**src/rtl/led_ctrl_pkg.sv**
```systemverilog
// led_ctrl_pkg: shared state encoding, colour/mode constants and tick-limit helper
package led_ctrl_pkg;
  typedef enum logic [1:0] {IDLE = 2'd0, RUN_SR = 2'd1, RUN_FLASH = 2'd2} state_t;
  localparam logic [2:0] COLOR_RED   = 3'b001;
  localparam logic [2:0] COLOR_GREEN = 3'b010;
  localparam logic [2:0] COLOR_BLUE  = 3'b100;
  localparam logic MODE_SR    = 1'b0;
  localparam logic MODE_FLASH = 1'b1;
  function automatic logic [31:0] tick_limit(input int sel, input int nb_count);
    return (32'd1 << (nb_count - 4 + sel)) - 32'd1;
  endfunction
endpackage

```
**src/rtl/btn_debounce.sv**
```systemverilog
// btn_debounce: 2-FF synchroniser, stable-count debouncer and registered rising-edge pulse
module btn_debounce #(
  parameter int DEB_CYCLES = 1000
) (
  input  logic clock,
  input  logic ck_rst,
  input  logic btn,
  output logic rise
);
  localparam int CW = $clog2(DEB_CYCLES);
  logic sync1, sync2, level, level_d;
  logic [CW-1:0] cnt;
  always_ff @(posedge clock or negedge ck_rst) begin
    if (!ck_rst) begin
      sync1   <= 1'b0;
      sync2   <= 1'b0;
      level   <= 1'b0;
      level_d <= 1'b0;
      rise    <= 1'b0;
      cnt     <= '0;
    end else begin
      sync1   <= btn;
      sync2   <= sync1;
      level_d <= level;
      rise    <= level & ~level_d;
      if (sync2 == level) cnt <= '0;
      else if (cnt == CW'(DEB_CYCLES - 1)) begin
        level <= sync2;
        cnt   <= '0;
      end else cnt <= cnt + 1'b1;
    end
  end
endmodule

```
**src/rtl/led_mode_ctrl.sv**
```systemverilog
// led_mode_ctrl: button events, mode/colour FSM and programmable tick generator
module led_mode_ctrl
  import led_ctrl_pkg::*;
#(
  parameter int NB_BTN     = 4,
  parameter int NB_SW      = 4,
  parameter int NB_SEL     = 2,
  parameter int NB_COUNT   = 14,
  parameter int DEB_CYCLES = 1000
) (
  input  logic              clock,
  input  logic              ck_rst,
  input  logic [NB_SW-1:0]  i_sw,
  input  logic [NB_BTN-1:0] i_btn,
  output logic              o_enable,
  output logic              o_mode,
  output logic [2:0]        o_color,
  output logic              o_tick,
  output logic [NB_BTN-1:0] o_btn_event
);
  state_t state, state_d;
  logic mode_d, tick_d, run;
  logic [2:0] color_d;
  logic [NB_COUNT-1:0] cnt, cnt_d;
  logic [31:0] limit;
  logic unused_sw;
  assign unused_sw = ^i_sw[NB_SW-1:NB_SEL+1];
  for (genvar i = 0; i < NB_BTN; i++) begin : g_btn
    btn_debounce #(.DEB_CYCLES(DEB_CYCLES)) u_deb (
      .clock(clock),
      .ck_rst(ck_rst),
      .btn(i_btn[i]),
      .rise(o_btn_event[i])
    );
  end
  always_ff @(posedge clock or negedge ck_rst) begin
    if (!ck_rst) begin
      state    <= IDLE;
      o_enable <= 1'b0;
      o_mode   <= MODE_SR;
      o_color  <= COLOR_RED;
      o_tick   <= 1'b0;
      cnt      <= '0;
    end else begin
      state    <= state_d;
      o_enable <= i_sw[0];
      o_mode   <= mode_d;
      o_color  <= color_d;
      o_tick   <= tick_d;
      cnt      <= cnt_d;
    end
  end
  always_comb begin
    state_d = !o_enable ? IDLE
            : state == IDLE ? (o_mode ? RUN_FLASH : RUN_SR)
            : o_btn_event[0] ? (state == RUN_SR ? RUN_FLASH : RUN_SR)
            : state;
  end
  // a shrinking limit is caught by >= on the next cycle instead of wrapping the counter
  always_comb begin
    run     = state != IDLE;
    limit   = tick_limit(int'(i_sw[NB_SEL:1]), NB_COUNT);
    mode_d  = (run && o_btn_event[0]) ? ~o_mode : o_mode;
    color_d = !run ? o_color
            : o_btn_event[1] ? COLOR_RED
            : o_btn_event[2] ? COLOR_GREEN
            : o_btn_event[3] ? COLOR_BLUE
            : o_color;
    tick_d  = run && (32'(cnt) >= limit);
    cnt_d   = (!run || tick_d) ? '0 : cnt + 1'b1;
  end
endmodule

```
**config.mk**
```make
export PLATFORM = sky130hd
export DESIGN_NAME = led_mode_ctrl
export DESIGN_NICKNAME = d
export VERILOG_FILES = /design/src/rtl/led_ctrl_pkg.sv /design/src/rtl/btn_debounce.sv /design/src/rtl/led_mode_ctrl.sv
export SDC_FILE = /design/constraint.sdc
export NUM_CORES = 1
export LEC_CHECK = 0
export ABC_CLOCK_PERIOD_IN_PS = 3700
export BUFFER_PORTS_ARGS = -buffer_cell sky130_fd_sc_hd__clkbuf_2
export CORE_ASPECT_RATIO = 1.1
export CORE_MARGIN = 1
export CORE_UTILIZATION = 51
export DETAILED_ROUTE_END_ITERATION = 16
export PLACE_DENSITY = 0.68
export RECOVER_POWER = 50
export SKIP_CTS_REPAIR_TIMING = 1
export SLEW_MARGIN = 5
export SYNTH_ARGS = -nofsm -noshare
export SYNTH_HDL_FRONTEND = slang
export SYNTH_SLANG_ARGS = --single-unit
export TNS_END_PERCENT = 1
```
**constraint.sdc**
```tcl
create_clock -name clock -period 3.7 [get_ports clock]
set_clock_uncertainty 0.1 [all_clocks]
set_input_delay 0.74 -clock clock [delete_from_list [all_inputs] [get_ports clock]]
set_output_delay 0.74 -clock clock [all_outputs]
set_load 0.01 [all_outputs]
```
# ---- After elaboration in Yosys (flattened, before gate mapping)
# Cells that the tools add are included.
dict set report word_totals {
  out_inout_bits 10
  elab_cells 91
  reg_bits 82
  input_bits 10
}
dict set report op_classes {
  muxes 17
  bitwise_logic 13
  addsub 7
  magnitude_cmp 1
  shifts 1
  eq_ne 10
  n_reduce_logical 12
}
# cell count
set ops {}
lappend ops {{10-bit 2-to-1 mux} 8}
lappend ops {{10-bit by 1-bit adder with 10-bit output (second input constant)} 4}
lappend ops {{10-bit == test (second input constant)} 4}
lappend ops {{14-bit by 32-bit >= comparator with 1-bit output} 1}
lappend ops {{1-bit by 5-bit left shift with 32-bit output (first input constant)} 1}
lappend ops {{32-bit by 1-bit subtractor with 32-bit output (second input constant)} 1}
lappend ops {{14-bit by 1-bit adder with 14-bit output (second input constant)} 1}
lappend ops {{14-bit 2-to-1 mux} 1}
lappend ops {{2-bit 2-to-1 mux} 5}
lappend ops {{2-bit AND reduction} 5}
lappend ops {{3-bit 2-to-1 mux} 3}
lappend ops {{1-bit NOT} 9}
lappend ops {{4-bit by 2-bit adder with 5-bit output (first input constant)} 1}
lappend ops {{1-bit bitwise AND} 4}
lappend ops {{1-bit == test} 4}
lappend ops {{3-bit by 1-bit inequality test with 1-bit output (second input constant)} 1}
lappend ops {{3-bit nonzero test} 1}
lappend ops {{2-bit by 1-bit == test with 1-bit output (second input constant)} 1}
lappend ops {{1-bit logical AND} 2}
lappend ops {{2-bit zero test} 1}
lappend ops {{2-bit nonzero test} 1}
lappend ops {{1-bit zero test} 1}
lappend ops {{1-bit logical OR} 1}

# ---- Logic depth before layout (Yosys ltp)
dict set report logic_depth {
  ltp_word 7
  mapped_depth 9
  depth_no_buf 8
}

# ---- Modules after synthesis
# A second synthesis with hierarchy kept.
dict set report hier_totals {
  cells_unflattened 354
  area_unflattened_um2 3849.9
}
# module seq_area_each_um2 area_per_inst_um2 cells_each n_inst
set by_module_without_submodules {}
lappend by_module_without_submodules {btn_debounce 375.4 663.1 58 4}
lappend by_module_without_submodules {led_mode_ctrl 551.8 1197.4 122 1}

# ---- Worst setup path before layout
# No wires, ideal clock.
dict set report synth_timing {
  path_kind {input-to-reg}
  startpoint {in i_sw[1]}
  endpoint {reg cnt[10]}
  t_arrival_ns 2.241
  slack_ns 1.221
  path_stages 8
  required_ns 3.462
  n_path_buf 1
  setup_time_ns 0.138
  cell_sequence {nand2_1 > inv_1 > ha_1 > ha_1 > o21ai_0 > o31ai_1 > buf_2 > nor3_1}
}
dict set report synth_between {
  elab_chain_cells 7
}
# element line
set synth_rtl {}
lappend synth_rtl {{from (decl)} led_mode_ctrl.sv:13} ;# input logic [NB_SW-1:0] i_sw,
lappend synth_rtl {{4-bit by 2-bit adder with 5-bit output} led_ctrl_pkg.sv:10} ;# return (32'd1 << (nb_count - 4 + sel)) - 32'd1;
lappend synth_rtl {{1-bit by 5-bit left shift with 32-bit output} led_ctrl_pkg.sv:10}
lappend synth_rtl {{32-bit by 1-bit subtractor with 32-bit output} led_ctrl_pkg.sv:10}
lappend synth_rtl {{14-bit by 32-bit >= comparator with 1-bit output} led_mode_ctrl.sv:69} ;# tick_d = run && (32'(cnt) >= limit);
lappend synth_rtl {{1-bit logical AND} led_mode_ctrl.sv:69}
lappend synth_rtl {{1-bit logical OR} led_mode_ctrl.sv:70} ;# cnt_d = (!run || tick_d) ? '0 : cnt + 1'b1;
lappend synth_rtl {{14-bit 2-to-1 mux} led_mode_ctrl.sv:70}
lappend synth_rtl {{named net cnt_d[10]} led_mode_ctrl.sv:24} ;# logic [NB_COUNT-1:0] cnt, cnt_d;
lappend synth_rtl {{to (signal assigned)} led_mode_ctrl.sv:50} ;# cnt <= cnt_d;
lappend synth_rtl {{to (decl)} led_mode_ctrl.sv:24}
# The timed path passes the listed nets, and every way through them passes these cells.
# A chain may end at the register's enable or synchronous reset.

# ---- Worst setup path in the final report
dict set report layout_timing {
  startpoint {in i_sw[2]}
  endpoint {reg cnt[7]}
}
# The elaborated chain is that of the path after synthesis.

==> results.json <==
{
  "numCtsBuffers": 9,
  "gp_congestion": 0.817,
  "worst_setup_path_start_kind": "input port",
  "synthArstFlopShare_pct": 100,
  "synth_seq_cells": 82,
  "drt_first_pass_iters": 4,
  "setup_viol": 0,
  "clock_path_buffers": 2,
  "power_mw": 1.74,
  "core-area_sq_um": 6970,
  "rows": 32,
  "dp_hpwl_um": 4070,
  "placed_area_sq_um": 3840,
  "synth_top_area_share_pct": 55.4,
  "routed_wl_um": 5780,
  "worstReg2RegEnd": "cnt[7]$_DFF_PN0_",
  "grt_max_degree": 59,
  "drv_cap": 0,
  "wl_per_cell_um": 12.7,
  "synth_common_cells": "81 x dfrtp_1, 56 x nor2_1, 34 x xnor2_1",
  "viasPerCell": 5.19,
  "rr_startpoint": "cnt[0]$_DFF_PN0_",
  "grt_pass1_vias": 2417,
  "finalCritPeriodShare_pct": 62.6,
  "antenna_found_initial": 0,
  "synth_cell_types": 36,
  "cts.reportedPaths.clkPinSlew_ns": 0.08,
  "synth_edf_count": 0,
  "min_period_ns": 2.32,
  "cts_tree": "built",
  "max_freq_mhz": 432,
  "final.fill_count": 584,
  "yosys.area.top_type": "dfrtp_1",
  "r2r_setup_slack_ns": 1.69,
  "hold_viol": 0,
  "dieArea_sq_um": 7510,
  "drv_slew": 0,
  "nets": 388,
  "path_max_fanout": 10,
  "numPortBuffers": 18,
  "slew_headroom_pct": 9.55,
  "cts_root_buffer": "clkbuf_8",
  "area_growth_pct": 10.8,
  "p_per_area_nw_per_um2": 430,
  "clk_latency_ns": 0.35,
  "hold_path_depth": 0,
  "cts_sinks": 82,
  "initial_core_util_pct": 52.5,
  "yosysSeqAreaShare_pct": 56.1,
  "crit_type": "input port to flop",
  "ys_warn_count": 0,
  "via_count": 2366,
  "chipHeight_um": 90.8,
  "status": "finished, final reports clean",
  "postSynthAreaPerCell_sq_um": 10.8,
  "drt_first_iter_violations": 88,
  "synthFlopType": "dfrtp_1",
  "grt_usage_pct": 18.2,
  "peakVddDrop_mv": 0.239,
  "drcViolationCount": 0,
  "syn-instance-count": 340,
  "fin_area_sq_um": 4050,
  "worstSetupEndpointType": "flop",
  "cp.required_ns": 3.82,
  "reg2reg_depth": 5,
  "ios": 20,
  "p_leak_nw": 1.82,
  "worstMarginPinSlew_ns": 1.36,
  "synthesis.area_sq_um": 3660,
  "yosysMostFrequentCell": "dfrtp_1",
  "ant_nets": 0,
  "tns_ns": 0,
  "hold_end": "g_btn[3].u_deb.sync2$_DFF_PN0_",
  "drive_gt1_share_pct": 12.9,
  "htreeDepth": 3,
  "arrival_ns": 2.44,
  "dieWidth_um": 82.7,
  "grt_first_pass_wirelength_um": 10300,
  "utilization_pct": 58.2,
  "ys_top_cells_by_area": "dfrtp_1 55%, xnor2_1 8.1%, nor2_1 5.7%",
  "hp-class": "flop to flop",
  "grt_overflow": 0,
  "rsz0062_at_grt": "no",
  "antenna_cells": 0,
  "min-delay-start": "g_btn[3].u_deb.sync1$_DFF_PN0_"
}
==> layout make-up <==
cell class	count	area (sq um)	area share, %
multi-input cells	244	1540	37.9
repair buffers	21	109	2.69
clock inverters	6	90.1	2.22
well taps	85	106	2.63
flip-flops and latches	82	2050	50.7
clock buffers	10	128	3.15
inverters	8	30.0	0.741
==> critical path: stages <==
cell      delay, ns
clkbuf_2       0.10
nand2_1        0.10
inv_1          0.06
ha_1           0.30
ha_1           0.28
and3_1         0.17
nand3_1        0.12
nor3b_4        0.45
nor3_1         0.12
==> layout by cell type, fill, tap and decap left out, types with 2 or more instances in the layout <==
cell type  synthesis  routed
mux2_4             3       3
nor3b_1            2       2
nand3_1           13      13
clkbuf_1           2       2
a211oi_1           2       2
dfrtp_1           81      81
nand2b_1           4       4
inv_1              8       8
clkbuf_8           0       9
buf_4              4       2
and3_1             4       4
o21ai_0            5       5
and2_1             5       4
clkbuf_2           0      18
nand2_1           27      27
nor3_1            21      21
a21oi_1            3       3
nor2b_1            6       6
conb_1             2       3
nor4_1             4       4
or2_2              2       2
xor2_1            15      15
or4_4              3       3
ha_1              12      12
nand4_1           11      11
xnor2_1           34      34
nor2_1            56      56
bufinv_16          0       2
==> logic make-up after synthesis <==
| kind of cell | synth area share (%) |
|---|---|
| mux | 1.54 |
| simple gates | 21.9 |
| other cells | 0.205 |
| fa+ha+maj | 4.11 |
| compound gates | 2.43 |
| flops | 56.1 |
| xor+xnor | 11.7 |
| buf+inv | 1.98 |
==> through the flow <==
step	worst slack [ns]	cells	hold slack (ns)
after floorplan	1.22	341	0.231
after global placement	1.05	440	0.235
after detailed placement	1.00	440	0.236
after CTS	1.37	456	0.251
after global routing	1.21	456	0.260
final	1.38	456	0.248
==> where the power goes <==
part | leakage (nW) | switching, mW | internal (mW)
combinational | 0.608 | 0.0612 | 0.0358
sequential | 1.11 | 0.0233 | 0.920
clock | 0.107 | 0.319 | 0.383
total | 1.82 | 0.403 | 1.34
==> sequential cells by signal, summed over array words and instances (netlist names) <==
register             flops
g_btn.u_deb.level_d      4
g_btn.u_deb.cnt         40
g_btn.u_deb.level        4
cnt                     14
o_enable                 1
o_tick                   1
g_btn.u_deb.rise         4
o_mode                   1
g_btn.u_deb.sync1        4
state                    2
g_btn.u_deb.sync2        4
o_color                  3
==> how the worst max path moves through the flow <==
stage | start | end | slack, ns | cells past startpoint
after floorplan | i_sw[1] | cnt[10]$_DFF_PN0_ | 1.22 | 8
after global placement | i_sw[2] | cnt[3]$_DFF_PN0_ | 1.05 | 9
after detailed placement | i_sw[2] | cnt[5]$_DFF_PN0_ | 1.00 | 9
after CTS | i_sw[2] | cnt[3]$_DFF_PN0_ | 1.37 | 9
after global routing | i_sw[2] | cnt[3]$_DFF_PN0_ | 1.21 | 9
final | i_sw[2] | cnt[7]$_DFF_PN0_ | 1.38 | 9
==> routing by layer <==
layer | global-route usage [%] | share of wire, % | routed length [um]
met4 | 8.05 | 2.1 | 120
met3 | 4.55 | 3.0 | 176
met1 | 22.9 | 48 | 2760
met5 | 0 | 0 | 0
met2 | 29.0 | 47 | 2720
Note: power is estimated with default switching activity, not from simulation.
